$ cat src/rtl/mem_port_arbiter_if.sv
// Bundle of requester-side and memory-side signals shared by the port arbiter.
// master: the arbiter's view. slave: the view of the pipeline plus memory.
interface mem_port_arbiter_if;
  logic        if_req;
  logic [31:0] if_addr;
  logic [31:0] if_rdata;
  logic        if_valid;
  logic        if_stall;
  logic        d_req;
  logic        d_we;
  logic [31:0] d_addr;
  logic [31:0] d_wdata;
  logic [1:0]  d_size;
  logic        d_sign;
  logic [31:0] d_rdata;
  logic        d_valid;
  logic        d_error;
  logic        d_stall;
  logic        mem_req;
  logic        mem_we;
  logic [31:0] mem_addr;
  logic [31:0] mem_wdata;
  logic [3:0]  mem_be;
  logic        mem_ack;
  logic [31:0] mem_rdata;

  modport master (
    input  if_req, if_addr, d_req, d_we, d_addr, d_wdata, d_size, d_sign,
           mem_ack, mem_rdata,
    output if_rdata, if_valid, if_stall, d_rdata, d_valid, d_error, d_stall,
           mem_req, mem_we, mem_addr, mem_wdata, mem_be
  );

  modport slave (
    output if_req, if_addr, d_req, d_we, d_addr, d_wdata, d_size, d_sign,
           mem_ack, mem_rdata,
    input  if_rdata, if_valid, if_stall, d_rdata, d_valid, d_error, d_stall,
           mem_req, mem_we, mem_addr, mem_wdata, mem_be
  );
endinterface

$ cat src/rtl/mem_port_arbiter.sv
// Arbitrates one single-ported memory between instruction fetch and the MEM stage,
// with byte-lane steering for stores, load extension, starvation guard and timeout.
module mem_port_arbiter #(
  parameter int STARVE_LIMIT   = 4,
  parameter int TIMEOUT_CYCLES = 64
) (
  input logic                clk,
  input logic                reset,
  mem_port_arbiter_if.master bus
);

  localparam int SW = $clog2(STARVE_LIMIT + 1);
  localparam int TW = $clog2(TIMEOUT_CYCLES + 1);

  typedef enum logic [1:0] {IDLE, BUSY_I, BUSY_D, D_ERR} state_t;

  state_t        state_q;
  logic [SW-1:0] streak_q;
  logic [TW-1:0] tmo_q;
  logic [1:0]    size_q;
  logic          sign_q;
  logic [1:0]    off_q;
  logic [31:0]   if_rdata_q;
  logic          if_valid_q;
  logic [31:0]   d_rdata_q;
  logic          d_valid_q;
  logic          d_error_q;
  logic          mem_req_q;
  logic          mem_we_q;
  logic [31:0]   mem_addr_q;
  logic [31:0]   mem_wdata_q;
  logic [3:0]    mem_be_q;

  logic          streak_full;
  logic          grant_d;
  logic          grant_i;
  logic          d_bad;
  logic [TW-1:0] tmo_d;
  logic          tmo_hit;
  logic [3:0]    be_d;
  logic [31:0]   wdata_d;
  logic [31:0]   load_d;
  logic [7:0]    rd_lane [4];
  logic [7:0]    byte_sel;
  logic [15:0]   half_sel;
  logic          unused_bits;

  // Fetch only overrides a pending data request once data has used up its streak.
  assign streak_full = (streak_q == SW'(STARVE_LIMIT));
  assign grant_d     = bus.d_req && !(streak_full && bus.if_req);
  assign grant_i     = bus.if_req && !grant_d;
  assign d_bad       = (bus.d_size == 2'b11) ||
                       (bus.d_size == 2'b01 && bus.d_addr[0]) ||
                       (bus.d_size == 2'b10 && bus.d_addr[1:0] != 2'b00);
  assign tmo_d       = tmo_q + TW'(1);
  assign tmo_hit     = (tmo_d == TW'(TIMEOUT_CYCLES));
  assign unused_bits = ^bus.if_addr[1:0];

  always_comb begin
    be_d    = 4'b1111;
    wdata_d = bus.d_wdata;
    case (bus.d_size)
      2'b00: begin
        be_d    = 4'b0001 << bus.d_addr[1:0];
        wdata_d = {4{bus.d_wdata[7:0]}};
      end
      2'b01: begin
        be_d    = 4'b0011 << bus.d_addr[1:0];
        wdata_d = {2{bus.d_wdata[15:0]}};
      end
      default: ;
    endcase
  end

  for (genvar gi = 0; gi < 4; gi++) begin : g_lane
    assign rd_lane[gi] = bus.mem_rdata[8*gi +: 8];
  end

  assign byte_sel = rd_lane[off_q];
  assign half_sel = off_q[1] ? bus.mem_rdata[31:16] : bus.mem_rdata[15:0];

  always_comb begin
    load_d = bus.mem_rdata;
    case (size_q)
      2'b00:   load_d = {{24{sign_q & byte_sel[7]}}, byte_sel};
      2'b01:   load_d = {{16{sign_q & half_sel[15]}}, half_sel};
      default: ;
    endcase
  end

  always_ff @(posedge clk) begin
    if (reset) begin
      state_q     <= IDLE;
      streak_q    <= '0;
      tmo_q       <= '0;
      size_q      <= '0;
      sign_q      <= 1'b0;
      off_q       <= '0;
      if_rdata_q  <= '0;
      if_valid_q  <= 1'b0;
      d_rdata_q   <= '0;
      d_valid_q   <= 1'b0;
      d_error_q   <= 1'b0;
      mem_req_q   <= 1'b0;
      mem_we_q    <= 1'b0;
      mem_addr_q  <= '0;
      mem_wdata_q <= '0;
      mem_be_q    <= '0;
    end else begin
      if_valid_q <= 1'b0;
      d_valid_q  <= 1'b0;
      d_error_q  <= 1'b0;
      if (!bus.if_req) streak_q <= '0;
      case (state_q)
        IDLE: begin
          tmo_q <= '0;
          if (grant_d) begin
            if (bus.if_req && !streak_full) streak_q <= streak_q + SW'(1);
            size_q <= bus.d_size;
            sign_q <= bus.d_sign;
            off_q  <= bus.d_addr[1:0];
            if (d_bad) begin
              state_q <= D_ERR;
            end else begin
              state_q     <= BUSY_D;
              mem_req_q   <= 1'b1;
              mem_we_q    <= bus.d_we;
              mem_addr_q  <= {bus.d_addr[31:2], 2'b00};
              mem_be_q    <= bus.d_we ? be_d : 4'b1111;
              mem_wdata_q <= wdata_d;
            end
          end else if (grant_i) begin
            streak_q   <= '0;
            state_q    <= BUSY_I;
            mem_req_q  <= 1'b1;
            mem_we_q   <= 1'b0;
            mem_addr_q <= {bus.if_addr[31:2], 2'b00};
            mem_be_q   <= 4'b1111;
          end
        end
        BUSY_I: begin
          if (bus.mem_ack || tmo_hit) begin
            // A stuck fetch completes with a NOP so the pipeline keeps moving.
            if_rdata_q <= bus.mem_ack ? bus.mem_rdata : 32'h0000_0013;
            if_valid_q <= 1'b1;
            mem_req_q  <= 1'b0;
            state_q    <= IDLE;
          end else begin
            tmo_q <= tmo_d;
          end
        end
        BUSY_D: begin
          if (bus.mem_ack) begin
            if (!mem_we_q) d_rdata_q <= load_d;
            d_valid_q <= 1'b1;
            mem_req_q <= 1'b0;
            state_q   <= IDLE;
          end else if (tmo_hit) begin
            d_rdata_q <= '0;
            d_valid_q <= 1'b1;
            d_error_q <= 1'b1;
            mem_req_q <= 1'b0;
            state_q   <= IDLE;
          end else begin
            tmo_q <= tmo_d;
          end
        end
        D_ERR: begin
          d_rdata_q <= '0;
          d_valid_q <= 1'b1;
          d_error_q <= 1'b1;
          state_q   <= IDLE;
        end
        default: state_q <= IDLE;
      endcase
    end
  end

  assign bus.if_rdata  = if_rdata_q;
  assign bus.if_valid  = if_valid_q;
  assign bus.if_stall  = bus.if_req && !if_valid_q;
  assign bus.d_rdata   = d_rdata_q;
  assign bus.d_valid   = d_valid_q;
  assign bus.d_error   = d_error_q;
  assign bus.d_stall   = bus.d_req && !d_valid_q;
  assign bus.mem_req   = mem_req_q;
  assign bus.mem_we    = mem_we_q;
  assign bus.mem_addr  = mem_addr_q;
  assign bus.mem_wdata = mem_wdata_q;
  assign bus.mem_be    = mem_be_q;

endmodule

$ cat src/flat_wrapper.sv
// flat-port wrapper written by rule: the top's interface ports become plain ports
module mem_port_arbiter_flat 
#(
  parameter int STARVE_LIMIT   = 4,
  parameter int TIMEOUT_CYCLES = 64
)
  (clk, reset, bus_if_req, bus_if_addr, bus_d_req, bus_d_we, bus_d_addr, bus_d_wdata, bus_d_size, bus_d_sign, bus_mem_ack, bus_mem_rdata, bus_if_rdata, bus_if_valid, bus_if_stall, bus_d_rdata, bus_d_valid, bus_d_error, bus_d_stall, bus_mem_req, bus_mem_we, bus_mem_addr, bus_mem_wdata, bus_mem_be);
  mem_port_arbiter_if bus_i ();
  input logic clk;
  input logic reset;
  input wire logic [$bits(bus_i.if_req)-1:0] bus_if_req;
  input wire logic [$bits(bus_i.if_addr)-1:0] bus_if_addr;
  input wire logic [$bits(bus_i.d_req)-1:0] bus_d_req;
  input wire logic [$bits(bus_i.d_we)-1:0] bus_d_we;
  input wire logic [$bits(bus_i.d_addr)-1:0] bus_d_addr;
  input wire logic [$bits(bus_i.d_wdata)-1:0] bus_d_wdata;
  input wire logic [$bits(bus_i.d_size)-1:0] bus_d_size;
  input wire logic [$bits(bus_i.d_sign)-1:0] bus_d_sign;
  input wire logic [$bits(bus_i.mem_ack)-1:0] bus_mem_ack;
  input wire logic [$bits(bus_i.mem_rdata)-1:0] bus_mem_rdata;
  output wire logic [$bits(bus_i.if_rdata)-1:0] bus_if_rdata;
  output wire logic [$bits(bus_i.if_valid)-1:0] bus_if_valid;
  output wire logic [$bits(bus_i.if_stall)-1:0] bus_if_stall;
  output wire logic [$bits(bus_i.d_rdata)-1:0] bus_d_rdata;
  output wire logic [$bits(bus_i.d_valid)-1:0] bus_d_valid;
  output wire logic [$bits(bus_i.d_error)-1:0] bus_d_error;
  output wire logic [$bits(bus_i.d_stall)-1:0] bus_d_stall;
  output wire logic [$bits(bus_i.mem_req)-1:0] bus_mem_req;
  output wire logic [$bits(bus_i.mem_we)-1:0] bus_mem_we;
  output wire logic [$bits(bus_i.mem_addr)-1:0] bus_mem_addr;
  output wire logic [$bits(bus_i.mem_wdata)-1:0] bus_mem_wdata;
  output wire logic [$bits(bus_i.mem_be)-1:0] bus_mem_be;
  assign bus_i.if_req = bus_if_req;
  assign bus_i.if_addr = bus_if_addr;
  assign bus_i.d_req = bus_d_req;
  assign bus_i.d_we = bus_d_we;
  assign bus_i.d_addr = bus_d_addr;
  assign bus_i.d_wdata = bus_d_wdata;
  assign bus_i.d_size = bus_d_size;
  assign bus_i.d_sign = bus_d_sign;
  assign bus_i.mem_ack = bus_mem_ack;
  assign bus_i.mem_rdata = bus_mem_rdata;
  assign bus_if_rdata = bus_i.if_rdata;
  assign bus_if_valid = bus_i.if_valid;
  assign bus_if_stall = bus_i.if_stall;
  assign bus_d_rdata = bus_i.d_rdata;
  assign bus_d_valid = bus_i.d_valid;
  assign bus_d_error = bus_i.d_error;
  assign bus_d_stall = bus_i.d_stall;
  assign bus_mem_req = bus_i.mem_req;
  assign bus_mem_we = bus_i.mem_we;
  assign bus_mem_addr = bus_i.mem_addr;
  assign bus_mem_wdata = bus_i.mem_wdata;
  assign bus_mem_be = bus_i.mem_be;
  mem_port_arbiter #(.STARVE_LIMIT(STARVE_LIMIT), .TIMEOUT_CYCLES(TIMEOUT_CYCLES)) u_core (.clk(clk), .reset(reset), .bus(bus_i));
endmodule
$ cat config.mk
export PLATFORM = sky130hd
export DESIGN_NAME = mem_port_arbiter_flat
export DESIGN_NICKNAME = d
export VERILOG_FILES = /design/src/rtl/mem_port_arbiter_if.sv /design/src/rtl/mem_port_arbiter.sv /design/src/flat_wrapper.sv
export SDC_FILE = /design/constraint.sdc
export NUM_CORES = 1
export LEC_CHECK = 0
export ABC_AREA = 1
export CAP_MARGIN = 20
export CORE_ASPECT_RATIO = 1.75
export CORE_UTILIZATION = 44
export DETAILED_ROUTE_END_ITERATION = 8
export GPL_ROUTABILITY_DRIVEN = 0
export PLACE_DENSITY = 0.8
export SYNTH_ARGS = -nofsm -noshare
export SYNTH_HDL_FRONTEND = slang
export SYNTH_SLANG_ARGS = --single-unit
export TNS_END_PERCENT = 50
$ cat constraint.sdc
create_clock -name clk -period 2 [get_ports clk]
set_input_delay 0.4 -clock clk [delete_from_list [all_inputs] [get_ports clk]]
set_output_delay 0.4 -clock clk [all_outputs]
set_load 0.01 [all_outputs]
======== After elaboration in Yosys (flattened, before gate mapping) ========
Cells that the tools add are included.
word-level totals
  word-level logic and storage cells ...... 127
  bits in registers ....................... 154
  bits of input ports ..................... 137
  output and inout bits ................... 139
cells by class
  bitwise gates (word level) .............. 5
  order comparisons ....................... 1
  $add $sub $neg .......................... 2
  muxes and demuxes ....................... 51
  equal/unequal tests ..................... 18
  reduce and logical (&&, ||, !) cells .... 32
  shift operators ......................... 2
operators by type and width
  kind                 number
  $mux 32              7
  $pmux 32 s2          3
  $mux 7               3
  $pmux 7 s3           1
  $bmux 8 s2           1
  $mux 16              1
  $mux 4               4
  $mux 8               2
  $mux 3               5
  $mux 1               14
  $reduce_and 3->1     4
  $mux 2               5
  $eq 2x2->1 const B   4
  $logic_and 1x1->1    8
  $ne 2x2->1 const B   4
  $pmux 2 s4           1
  $pmux 4 s2           1
  $add 7x1->7 const B  1
  $eq 7x7->1 const B   1
  $eq 2x1->1 const B   3
  $logic_not 2->1      3
  $ne 3x3->1 const B   2
  $reduce_bool 2->1    3
  $logic_not 1->1      5
  19 further kinds     25

======== Logic depth before layout (Yosys ltp) ========
  depth after elaboration ................. 9
  depth in mapped cells ................... 13

======== Worst setup path before layout ========
Ideal clock, no wire load.
  path type ............................... register -> register
  from .................................... register u_core.streak_q[0]
  to ...................................... register u_core.mem_addr_q[21] (netlist: u_core.bus.mem_addr[21])
  clock period less this slack ............ 1833 ps
  path buffers ............................ 2
  data arrival time ....................... 1717 ps
  path slack .............................. 167 ps
  cell stages (with the launch flop) ...... 14
  path through ............................ dfxtp_1 -> inv_1 -> ha_1 -> nand2_1 -> inv_1 -> nand2_1 -> nand2_1 -> nor2_1 -> nand2_1 -> o31ai_1 -> buf_2 -> buf_2 -> nand3_1 -> o211a_1
on the way
  word-level cells in the longest chain between the ends .. 8
  elaborated cells between the ends (all ways) .. 10
  classes of those cells .................. eq/ne (2); mux (1); reduce/logical (7)
RTL lines
  item                         line                     text
  start: declaration           mem_port_arbiter.sv:18   logic [SW-1:0] streak_q;
  start signal: assignment     mem_port_arbiter.sv:118  if (bus.if_req && !streak_full) streak_q <= streak_q + SW'(1);
  $eq 3x3->1 (*)               mem_port_arbiter.sv:49   assign streak_full = (streak_q == SW'(STARVE_LIMIT));
  $logic_and 1x1->1 (*)        mem_port_arbiter.sv:50   assign grant_d = bus.d_req && !(streak_full && bus.if_req);
  $logic_not 1->1 (*)          mem_port_arbiter.sv:50
  $logic_and 1x1->1 (*)        mem_port_arbiter.sv:50
  $logic_not 1->1              mem_port_arbiter.sv:51   assign grant_i = bus.if_req && !grant_d;
  $logic_and 1x1->1            mem_port_arbiter.sv:51
  $reduce_bool 2->1 (no line)  n/a
  $reduce_and 3->1 (no line)   n/a
  end signal: assignment       mem_port_arbiter.sv:128  mem_addr_q <= {bus.d_addr[31:2], 2'b00};
  end signal: assignment       mem_port_arbiter.sv:137  mem_addr_q <= {bus.if_addr[31:2], 2'b00};
  end: declaration             mem_port_arbiter.sv:30   logic [31:0] mem_addr_q;
Every way passes the cells marked *; elsewhere a longest branch is shown, timed or not.
A chain may end at the register's enable or synchronous reset.

======== Worst setup path in the final report ========
  from .................................... register u_core.tmo_q[1]
  to ...................................... register u_core.if_rdata_q[26] (netlist: u_core.bus.if_rdata[26])
on the way
  word-level cells in the longest chain between the ends .. 4
RTL lines
  item                        line                     text
  start: declaration          mem_port_arbiter.sv:19   logic [TW-1:0] tmo_q;
  start signal: assignment    mem_port_arbiter.sv:149  tmo_q <= tmo_d;
  start signal: assignment    mem_port_arbiter.sv:165  tmo_q <= tmo_d;
  $add 7x1->7                 mem_port_arbiter.sv:55   assign tmo_d = tmo_q + TW'(1);
  $eq 7x7->1                  mem_port_arbiter.sv:56   assign tmo_hit = (tmo_d == TW'(TIMEOUT_CYCLES));
  $logic_or 1x1->1            mem_port_arbiter.sv:142  if (bus.mem_ack || tmo_hit) begin
  $reduce_and 2->1 (no line)  n/a
  end signal: assignment      mem_port_arbiter.sv:144  if_rdata_q <= bus.mem_ack ? bus.mem_rdata : 32'h0000_0013;
  end: declaration            mem_port_arbiter.sv:23   logic [31:0] if_rdata_q;
No other way between the ends.

==> run_results.csv <==
group,metric,value,unit
timing,timing_hold_violations_final,0,
status,violations,"DRC",
yosys,async_reset_ff_share,0,%
drt,drt-initial-drc-count,351,
timing,setup_tns,0,ns
drt,wl_per_cell,15.5,um
pwr,power.density,1030,nW/um2
pwr,p_switching,3.89,mW
pwr,clockPowerShare,27.6,%
setup_path,cp_slowest_cell,"dfxtp_2",
floorplan,die_h,170,um
clocking,clock_sinks,152,
timing,fmaxAchievable,0.546,GHz
cells_and_area,post-route-util,69.1,%
drt,ant_nets,0,
floorplan,start_util,45.0,%
setup_path,crit_type,"register to register",
hold_path,hold_class,"register to register",
drt,via_per_inst,5.17,
clocking,max-clock-path-buffers,2,
yosys,ys_seq_area_share,42.6,%
floorplan,dieWidth,98.3,um
grt,grtUsageTotal,27.3,%
pwr,sw_frac_of_total,34.5,%
setup_path,endpoint_kind,"register",
pwr,intPower,7.37,mW
drt,route.detailed.drc,5,
floorplan,row_count,61,
drt,vias,7821,
setup_path,critPathRequiredTime,2.29,ns
yosys,postSynthCellCount,1025,
setup_path,crit_chain,"ha_2 -> nand2_1 -> o21ai_1 -> nand2_1 -> nor2_2 -> nand2_2 -> nand2_2 -> nand2_4 -> clkbuf_16 -> nand2_1 -> a21oi_1",
timing,worstMarginPinSlew,0.754,ns
clocking,clk_latency,0.42,ns
flow_run,cap_violations,0,
yosys,avgSynthCellArea,6.96,um2
yosys,syn_area,7140,um2
timing,period_share,91.6,%
place,portBuffers,271,
timing,drv_slew,0,
timing,finalCriticalPeriod,1.83,ns
grt,grt_max_degree,86,
clocking,cts_root_buffer,"clkbuf_16",
clocking,clk_pin_slew,0.07,ns
pwr,p_total,11.3,mW
clocking,tritoncts,"yes",
timing,setup_ws,0.169,ns
grt,gr-total-overflow,0,
place,postPlaceCellArea,10300,um2
pwr,p_comb_share,37.3,%
timing,slew_headroom,49.5,%
clocking,numCtsBuffers,17,
drt,drt_pre_antenna_iters,9,
setup_path,critical_path.max_fanout,16,
yosys,ys_warn_count,0,
grt,antenna_found_initial,1,
clocking,h-tree-depth,4,
setup_path,slowest_delay,0.36,ns
place,dp_hpwl,17000,um
pwr,p_leak,4.84,nW
grt,grt_pass1_wl,36400,um
yosys,synth-edff-count,0,
setup_path,arrival,2.12,ns
floorplan,coreArea,15900,um2
floorplan,die_area,16800,um2
yosys,ys.flop_type,"dfxtp_1",
grt,first_global_vias,7279,
pwr,max-vdd-ir-drop,0.000580,V
pwr,sequentialPowerShare,35.1,%
setup_path,path_common_cell,"nand2_1",
drt,routed_wl,23400,um
cells_and_area,drive_gt1_share,9.00,%
cells_and_area,area_delta_synth_final,53.6,%
setup_path,cp-start-kind,"register",
status,status,"finished with violations",
cells_and_area,final_nets,1454,
place,place_ws,-0.216,ns
cells_and_area,nFillCells,1353,
timing,fin_worst_skew,0.0179,ns
timing,finalSetupViolCount,0,
yosys,ys_types,35,
cells_and_area,fin_area,11000,um2
floorplan,io_pins,276,
yosys,yosys_register_bits,152,
## registers in the layout, summed over array words and instances, names as in the netlist
signal                flops
u_core.bus.mem_req        1
u_core.size_q             2
u_core.bus.d_error        1
u_core.bus.mem_wdata     32
u_core.bus.mem_be         4
u_core.bus.mem_addr      30
u_core.tmo_q              7
u_core.off_q              2
u_core.streak_q           3
u_core.bus.mem_we         1
u_core.bus.d_rdata       32
u_core.bus.if_rdata      32
u_core.state_q            2
u_core.bus.d_valid        1
u_core.bus.if_valid       1
u_core.sign_q             1
## Yosys cell counts, types with 2 or more instances
| library cell | number | share of area, % |
|---|---|---|
| a211oi_1 | 2 | 0.21 |
| a21oi_1 | 97 | 6.8 |
| a22o_1 | 7 | 0.86 |
| a31oi_1 | 6 | 0.53 |
| buf_2 | 12 | 0.84 |
| buf_4 | 7 | 0.74 |
| buf_6 | 2 | 0.32 |
| clkbuf_1 | 42 | 2.2 |
| clkinv_1 | 2 | 0.11 |
| dfxtp_1 | 152 | 43 |
| ha_1 | 8 | 1.4 |
| inv_1 | 75 | 3.9 |
| inv_2 | 3 | 0.16 |
| nand2_1 | 254 | 13 |
| nand2_2 | 3 | 0.26 |
| nand3_1 | 70 | 4.9 |
| nand3b_1 | 2 | 0.21 |
| nand4_1 | 3 | 0.26 |
| nor2_1 | 131 | 6.9 |
| nor2_2 | 2 | 0.18 |
| nor3_1 | 2 | 0.14 |
| o211a_1 | 30 | 4.2 |
| o21ai_0 | 83 | 5.8 |
| o21ai_1 | 4 | 0.28 |
| o221ai_1 | 7 | 0.86 |
| or2_2 | 10 | 0.88 |
## critical path, delay by kind of cell, from the launching register on
family | cells | cell delay (ns)
AND/OR/NAND/NOR | 7 | 0.76
AO/OA/AOI/OAI | 2 | 0.20
buffers and inverters | 1 | 0.20
adder cells (fa/ha/maj) | 1 | 0.19
flip-flops | 1 | 0.36
## routing by layer
metal / global-route usage [%] / wire length [um]
met1: 29.7 / 8600
met2: 49.8 / 12500
met3: 5.01 / 1330
met4: 14.7 / 985
met5: 0 / 0
## power by group through the flow
stage | registers [mW] | logic (mW) | clock network, mW
6_report | 3.95 | 4.19 | 3.11
5_1_grt | 4.02 | 4.61 | 3.29
4_1_cts | 3.95 | 4.11 | 3.15
3_5_place_dp | 4.00 | 4.10 | 0
3_3_place_gp | 3.98 | 4.03 | 0
2_1_floorplan | 4.19 | 1.92 | 0
## stage by stage
stage | hold WS, ns | std cells
floorplan | 0.454 | 1026
global placement | 0.438 | 1475
detailed placement | 0.444 | 1475
CTS | 0.456 | 1507
global route | 0.473 | 1512
finish | 0.455 | 1512
## cell usage in the layout, fill, tap and decap left out, types with 5 or more instances in the layout
master,netlist,final
o221ai_1,7,7
or2_2,10,10
buf_12,0,9
a22o_1,7,7
inv_1,75,75
dfxtp_1,152,150
o211a_1,30,30
o21ai_0,83,81
nand2_1,254,250
nand2_2,3,5
a31oi_1,6,6
nor2_1,131,129
inv_6,0,7
clkdlybuf4s50_1,0,269
o21ai_1,4,6
nand3_1,70,70
ha_1,8,7
clkbuf_16,0,18
buf_4,7,45
a21oi_1,97,97
## area by class of cell
type,instances,area [um2],share of cell area (%)
tap,189,236,2.16
antenna,1,2.50,0.0228
clock inverter,14,129,1.18
sequential,152,3050,27.8
timing repair buffer,328,3280,29.9
clock buffer,18,429,3.91
multi-input combinational,729,3540,32.3
inverter,81,308,2.81
## path summary, 6_finish.rpt
kind	slack, ns	depth (start not counted)	start	end
max	0.17	11	u_core.tmo_q[1]	u_core.bus.if_rdata[26]
min	0.46	2	u_core.bus.if_rdata[4]	u_core.bus.if_rdata[4]
max reg2reg	0.17	11	u_core.tmo_q[1]	u_core.bus.if_rdata[26]
min reg2reg	0.46	2	u_core.bus.if_rdata[4]	u_core.bus.if_rdata[4]
## logic make-up after synthesis
group	count (synthesis)	share of synthesized area (%)
simple gates	479	27.4
compound gates	240	20.1
flops	152	42.6
buf+inv	145	8.43
fa+ha+maj	8	1.40
other cells	1	0.0525
## what timing repair did
action,4_1_cts,5_1_grt
pin swaps,0,3
hold buffers,0,0
endpoints found under the hold margin,0,0
buffers inserted,0,3
setup endpoints to repair,2,127
gates resized for setup,2,16
cloned,0,1
Note: power is estimated with default switching activity, not from simulation.
